$ cat config.mk
export PLATFORM = sky130hd
export DESIGN_NAME = la_cellbist
export DESIGN_NICKNAME = d
export VERILOG_FILES = /design/src/rtl/la_cellbist_pkg.sv /design/src/rtl/la_cellbist_misr.sv /design/src/rtl/la_cellbist.sv
export SDC_FILE = /design/constraint.sdc
export NUM_CORES = 1
export LEC_CHECK = 0
export CORE_MARGIN = 10
export CORE_UTILIZATION = 49
export CTS_BUF_LIST = sky130_fd_sc_hd__clkbuf_4 sky130_fd_sc_hd__clkbuf_8
export CTS_CLUSTER_DIAMETER = 120
export DETAILED_ROUTE_END_ITERATION = 16
export HOLD_SLACK_MARGIN = 0.15
export PLACE_DENSITY = 0.76
export SKIP_CTS_REPAIR_TIMING = 1
export SYNTH_ARGS = -nofsm -noshare
export SYNTH_HDL_FRONTEND = slang
export SYNTH_SLANG_ARGS = --single-unit
$ cat constraint.sdc
create_clock -name clk -period 1.9 [get_ports clk]
set_input_delay 0.57 -clock clk [delete_from_list [all_inputs] [get_ports clk]]
set_output_delay 0.57 -clock clk [all_outputs]
set_load 0.1 [all_outputs]
$ cat src/rtl/la_cellbist_pkg.sv
// Shared definitions for the la_cellbist standard-cell BIST sequencer:
// state encoding, MISR constants and the signature step function.
package la_cellbist_pkg;

    typedef enum logic [1:0] {
        ST_IDLE   = 2'd0,
        ST_SETTLE = 2'd1,
        ST_SAMPLE = 2'd2,
        ST_DONE   = 2'd3
    } state_e;

    localparam logic [15:0] MISR_POLY = 16'h100B;
    localparam logic [15:0] MISR_SEED = 16'hFFFF;
    localparam int          ERRCNT_W  = 8;

    // One Galois MISR shift: feedback taps folded in when the MSB falls off.
    function automatic logic [15:0] misr_step(input logic [15:0] s, input logic d);
        return {s[14:0], 1'b0} ^ (s[15] ? MISR_POLY : 16'h0000) ^ {15'b0, d};
    endfunction

endpackage

$ cat src/rtl/la_cellbist_misr.sv
// 16-bit signature register compacting the sampled cell output.
// Only instantiated when LA_CELLBIST_MISR_EN is defined.
module la_cellbist_misr
    import la_cellbist_pkg::*;
(
    input  logic        clk,
    input  logic        nreset,
    input  logic        init,
    input  logic        en,
    input  logic        d,
    output logic [15:0] sig
);

    logic [15:0] sig_q;
    logic [15:0] sig_d;

    always_comb begin
        sig_d = sig_q;
        if (init) begin
            sig_d = MISR_SEED;
        end else if (en) begin
            sig_d = misr_step(sig_q, d);
        end
    end

    always_ff @(posedge clk or negedge nreset) begin
        if (!nreset) begin
            sig_q <= MISR_SEED;
        end else begin
            sig_q <= sig_d;
        end
    end

    assign sig = sig_q;

endmodule

$ cat src/rtl/la_cellbist.sv
// BIST sequencer: walks all 2^N input vectors of a combinational cell and
// checks z against TT. Optional MISR signature with LA_CELLBIST_MISR_EN.
module la_cellbist
    import la_cellbist_pkg::*;
#(
    parameter int                N      = 4,
    parameter logic [(1<<N)-1:0] TT     = 16'h007F,
    parameter int                SETTLE = 1,
    parameter                    PROP   = "DEFAULT"
) (
    input  logic                clk,
    input  logic                nreset,
    input  logic                start,
    input  logic                z,
    output logic [N-1:0]        vec,
    output logic                busy,
    output logic                done,
    output logic                pass,
    output logic [ERRCNT_W-1:0] errcnt
`ifdef LA_CELLBIST_MISR_EN
    ,
    output logic [15:0]         sig
`endif
);

    localparam int CNT_W = $clog2(SETTLE + 1);

    state_e              state_q, state_d;
    logic [N-1:0]        vec_q, vec_d;
    logic [CNT_W-1:0]    cnt_q, cnt_d;
    logic [ERRCNT_W-1:0] errcnt_q, errcnt_d;
    logic                fail_q, fail_d;
    logic                start_run;
    logic                mismatch;

    assign mismatch = (z != TT[vec_q]);

    // NOTE: every always_comb output gets a default first so no path leaves
    // a variable unassigned, which would otherwise infer a latch.
    always_comb begin
        state_d   = state_q;
        vec_d     = vec_q;
        cnt_d     = cnt_q;
        errcnt_d  = errcnt_q;
        fail_d    = fail_q;
        start_run = 1'b0;

        unique case (state_q)
            ST_IDLE: begin
                start_run = start;
            end
            ST_SETTLE: begin
                cnt_d = cnt_q + 1'b1;
                if (cnt_q == CNT_W'(SETTLE - 1)) begin
                    state_d = ST_SAMPLE;
                end
            end
            ST_SAMPLE: begin
                if (mismatch) begin
                    fail_d = 1'b1;
                    if (errcnt_q != {ERRCNT_W{1'b1}}) begin
                        errcnt_d = errcnt_q + 1'b1;
                    end
                end
                if (vec_q == N'((1 << N) - 1)) begin
                    state_d = ST_DONE;
                end else begin
                    vec_d   = vec_q + 1'b1;
                    cnt_d   = '0;
                    state_d = ST_SETTLE;
                end
            end
            ST_DONE: begin
                start_run = start;
            end
            default: state_d = ST_IDLE;
        endcase

        // A run request from IDLE or DONE wipes every trace of the previous run.
        if (start_run) begin
            state_d  = ST_SETTLE;
            vec_d    = '0;
            cnt_d    = '0;
            errcnt_d = '0;
            fail_d   = 1'b0;
        end
    end

    // NOTE: sequential state uses non-blocking assignments so all registers
    // update together from pre-edge values.
    always_ff @(posedge clk or negedge nreset) begin
        if (!nreset) begin
            state_q  <= ST_IDLE;
            vec_q    <= '0;
            cnt_q    <= '0;
            errcnt_q <= '0;
            fail_q   <= 1'b0;
        end else begin
            state_q  <= state_d;
            vec_q    <= vec_d;
            cnt_q    <= cnt_d;
            errcnt_q <= errcnt_d;
            fail_q   <= fail_d;
        end
    end

    assign vec    = vec_q;
    assign busy   = (state_q == ST_SETTLE) || (state_q == ST_SAMPLE);
    assign done   = (state_q == ST_DONE);
    assign pass   = (state_q == ST_DONE) && !fail_q;
    assign errcnt = errcnt_q;

`ifdef LA_CELLBIST_MISR_EN
    la_cellbist_misr u_misr (
        .clk    (clk),
        .nreset (nreset),
        .init   (start_run),
        .en     (state_q == ST_SAMPLE),
        .d      (z),
        .sig    (sig)
    );
`endif

endmodule

## Yosys cells after proc, flatten, opt, wreduce, memory -nomap -nowiden

Memory sizes are Yosys's and may differ from the RTL's.
Index checks and enable logic that the tools add are counted.

- Add/sub/neg operators: 3
- Magnitude comparators: 1
- Eq/ne operators: 9
- Mux-type cells: 19
- Reductions and logical operators: 14

Operator list:

| kind | number |
|---|---|
| $mux W8 | 4 |
| $mux W4 | 3 |
| $add A8 B1 Y8 const B | 1 |
| $ne A8 B8 Y1 const B | 1 |
| $reduce_and A2 Y1 | 4 |
| $mux W1 | 7 |
| $mux W2 | 3 |
| $ne A3 B3 Y1 const B | 2 |
| $reduce_bool A2 Y1 | 3 |
| $lt A4 B5 Y1 const B | 1 |
| $add A4 B1 Y4 const B | 1 |
| $eq A2 B2 Y1 const B | 2 |
| $eq A4 B4 Y1 const B | 1 |
| $pmux W2 S2 | 1 |
| $reduce_and A3 Y1 | 1 |
| $reduce_bool A3 Y1 | 1 |
| $eq A2 B1 Y1 const B | 1 |
| $logic_not A2 Y1 | 1 |
| $ne A2 B2 Y1 const B | 1 |
| $pmux W1 S2 | 1 |
| $reduce_or A2 Y1 | 1 |
| $add A1 B1 Y1 const B | 1 |
| $logic_and A1 B1 Y1 | 1 |
| $logic_not A1 Y1 | 1 |
| other kinds (2) | 2 |

- Register bits after elaboration: 16
- Bits in read-only memories: 16
- Input port bits: 4
- Output and inout port bits: 15
- Logic and storage cells: 52
- Memories: 1

Memories:

| memory | words | bits a word | rd ports | clocked after Yosys merged registers in | wr ports | RTL line | RTL |
|---|---|---|---|---|---|---|---|
| (no name shown) | 16 | 1 | 1 | 0 | 0 | la_cellbist.sv:36 | `assign mismatch = (z != TT[vec_q]);` |

## Longest topological paths before layout

- Depth after elaboration: 6
- Depth in mapped cells: 7
- Mapped depth without buffers: 6

## Worst setup path before layout

Ideal clock, no wire load.

- Path kind: register to output
- From: register state_q[0]
- To: output pass
- Arrival: 2626 ps
- Data required time: 1330 ps
- Slack: -1296 ps
- Stages on the path, launching flop included: 3
- Buffers on the path: 0
- Cell sequence: dfrtp_1 ha_1 nor2b_1

- Longest elaborated chain between the ends: 2

RTL lines:

| element | RTL line | RTL |
|---|---|---|
| from (decl) | la_cellbist.sv:28 | `state_e state_q, state_d;` |
| from (signal assigned) | la_cellbist.sv:99 | `state_q <= state_d;` |
| $eq A2 B2 Y1 | n/a |  |
| via done | la_cellbist.sv:17 | `output logic done,` |
| $logic_and A1 B1 Y1 | la_cellbist.sv:110 | `assign pass = (state_q == ST_DONE) && !fail_q;` |
| to (decl) | la_cellbist.sv:18 | `output logic pass,` |

The timed path passes the listed nets, and every way through them passes these cells.

## Worst setup path in the final report

- From: register state_q[0]
- To: output pass

- Longest elaborated chain between the ends: 2

RTL lines:

| element | RTL line |
|---|---|
| $eq A2 B2 Y1 | la_cellbist.sv:110 |
| $logic_and A1 B1 Y1 | la_cellbist.sv:110 |

Every way passes these cells.

==> flow_metrics.py <==
metrics = {
    "run_status": {
        "status": "finished clean",
    },
    "critical_path": {
        "end_kind": "output port",
        "critPathKind": "flip-flop to output port",
        "r2r_setup_slack_ps": 120,
        "start_kind": "flip-flop",
        "r2r_end": "errcnt[3]",
        "cp_slowest_stage_delay_ps": 450,
        "worst_ep_arrival_time_ps": 1320,
        "crit_fanout": 4,
        "cp_cell_sequence": "buf_6 > ha_4 > nor2b_4 > buf_12",
        "crit_slowest_cell": "dfrtp_2",
        "r2r_cells": 5,
        "critical_path_required_ps": 1330,
        "r2r_start": "errcnt[0]",
    },
    "worst_hold_path": {
        "hold_depth": 1,
        "hold_start": "errcnt[2]",
        "hp-class": "flip-flop to flip-flop",
        "holdPathEnd": "errcnt[2]",
    },
    "global_route": {
        "grt_pass1_vias": 775,
        "grt_usage_pct": 11.29,
        "grt_max_degree": 17,
        "grt-ovfl-total": 0,
        "grt_pass1_wl_um": 3822,
        "antenna_found_initial": 0,
    },
    "floorplanning": {
        "start_util_pct": 53.40,
        "core_sq_mm": 0.001783,
        "rows": 15,
        "pin_count": 19,
        "fp.dieH_um": 64.08,
        "die-area_sq_mm": 0.004106,
        "die-width_um": 64.08,
    },
    "sta": {
        "drv_slew": 0,
        "hold_viol": 0,
        "fin_crit_sh_pct": 99.68,
        "setup_violations": 0,
        "fin_setup_tns_ps": 0,
        "post-route-min-period_ps": 1894,
        "finalClockSkew_ps": 1.988,
        "timing.fmax_mhz": 528.0,
        "rsz0062_at_grt": "yes",
        "maxSlewHeadroom_pct": 71.85,
        "tightest_slew_ps": 414.1,
    },
    "cts": {
        "cts_buffer_depth": 2,
        "cts_tree": "yes",
        "clkLatencyLatePin_ps": 280,
        "cts_buffers": 3,
        "h-tree-depth": 1,
        "cts_root_buf": "clkbuf_4",
        "clock_sinks": 16,
        "clk_pin_slew_worst_paths_ps": 100,
    },
    "route": {
        "via_per_inst": 5.760,
        "drt_pre_antenna_iters": 4,
        "drt-wirelength-per-cell_um": 16.09,
        "ant_nets": 0,
        "drc": 0,
        "drt_iter0_drc": 44,
        "routed_wl_um": 2413,
        "vias": 864,
    },
    "layout": {
        "antenna_cells": 0,
        "area_delta_synth_final_pct": 51.77,
        "regArea_sq_um": 416.7,
        "final_cells": 150,
        "multi_input_area_sq_um": 551.8,
        "drive_gt1_share_pct": 36.80,
        "nets": 136,
        "final_area_sq_mm": 0.001445,
        "fin_util_pct": 81.05,
        "fillers": 103,
    },
    "synthesis": {
        "synth_area_leaders": "dfrtp_1, ha_1, nand3_1, xor2_1, a21oi_1",
        "mappedNetlistArea_sq_um": 952.2,
        "async_reset_ff_share_pct": 100.0,
        "yosysSeqAreaShare_pct": 42.05,
        "synth_top_area_share_pct": 42.05,
        "synth_enable_flop_cells": 0,
        "ys.flop_type": "dfrtp_1",
        "syn-num-nets": 109,
        "ys_warn_count": 0,
        "avgSynthCellArea_sq_um": 9.618,
        "yosys_register_bits": 16,
        "synth_top_area_cell": "dfrtp_1",
        "synth_common_cells": "dfrtp_1, nand2_1, nand3_1, nor2_1",
        "synth_most_common_cell": "dfrtp_1",
        "synth_cell_type_count": 35,
        "netlist_instances": 99,
    },
    "placement": {
        "numPortBuffers": 18,
        "dpl.hpwl_um": 1698,
        "gp_congestion": 0.8761,
        "dp.cells": 142,
        "place_area_sq_mm": 0.001360,
    },
    "power": {
        "cellPowerDensity_mw_per_mm2": 1547,
        "fin_total_pwr_mw": 2.236,
        "ir_drop_uv": 1620,
        "leakagePower_nw": 0.6055,
    },
    "job": {
        "max_cap_viol_count": 0,
    },
}
## state kept, by name, summed over array words and instances, names as in the netlist
name,count
errcnt,8
fail_q,1
vec,4
cnt_q,1
state_q,2
## cell usage in the layout, fill, tap and decap left out, drive strengths merged, types with 2 or more instances in the layout
cell type,count
buf,23
dfrtp,16
nand3,8
nand2,8
nor2,8
a21oi,7
o21ai,6
ha,6
xor2,4
clkbuf,4
clkdlybuf4s50,3
and2,2
a31oi,2
nand4,2
a41oi,2
a311oi,2
nand2b,2
and3,2
inv,2
and4,2
## worst max path at each step
stage          startpoint        end  slack [ps]  depth (start not counted)
6_report       state_q[0]       pass           6                          4
5_1_grt        state_q[0]       pass         -40                          4
4_1_cts        state_q[0]       busy        -190                          4
3_5_place_dp            z  errcnt[7]         -80                          5
3_3_place_gp            z  errcnt[4]         -50                          5
2_1_floorplan  state_q[0]       pass         -20                          2
## layout make-up
class                           count  share of cell area (%)
Tap cell                           25                   2.164
Inverter                            3                   1.039
Clock buffer                        4                   2.511
Multi-Input combinational cell     76                   38.18
Timing Repair Buffer               26                   27.27
Sequential cell                    16                   28.83
## kinds of logic after synthesis
kind of cell | Yosys count | share of synthesized area, %
flops | 16 | 42.05
compound gates | 25 | 18.27
buf+inv | 7 | 3.679
simple gates | 39 | 21.42
mux | 2 | 3.022
fa+ha+maj | 6 | 7.884
xor+xnor | 4 | 3.679
## worst max-delay path, delay by kind of cell, from the launching register on
family	cells	cell delay, ps
fa+ha+maj	1	160
buf+inv	2	290
flops	1	450
simple gates	1	130
## routing by layer
layer  vias up  GRT usage, %  wire length, um
li1        421             -                -
met1       414         15.01             1091
met2        29         16.29             1134
met3         0         4.181              186
met4         0         3.825                0
met5         -             0                0
## power breakdown
group          switching, mW  leakage [nW]  total [mW]  internal, mW
logic                  0.898         0.384        1.47         0.576
clock network          0.111        0.0210       0.228         0.117
registers              0.111         0.200       0.534         0.423
## stage by stage
| stage | hold slack (ps) | setup slack, ps |
|---|---|---|
| after floorplan | 274.4 | -24.23 |
| after global placement | 559.4 | -52.07 |
| after detailed placement | 564.9 | -78.34 |
| after CTS | 573.9 | -185.9 |
| after global routing | 599.0 | -42.72 |
| final | 577.0 | 6.015 |
No activity file was read; power rests on OpenSTA's default activity.
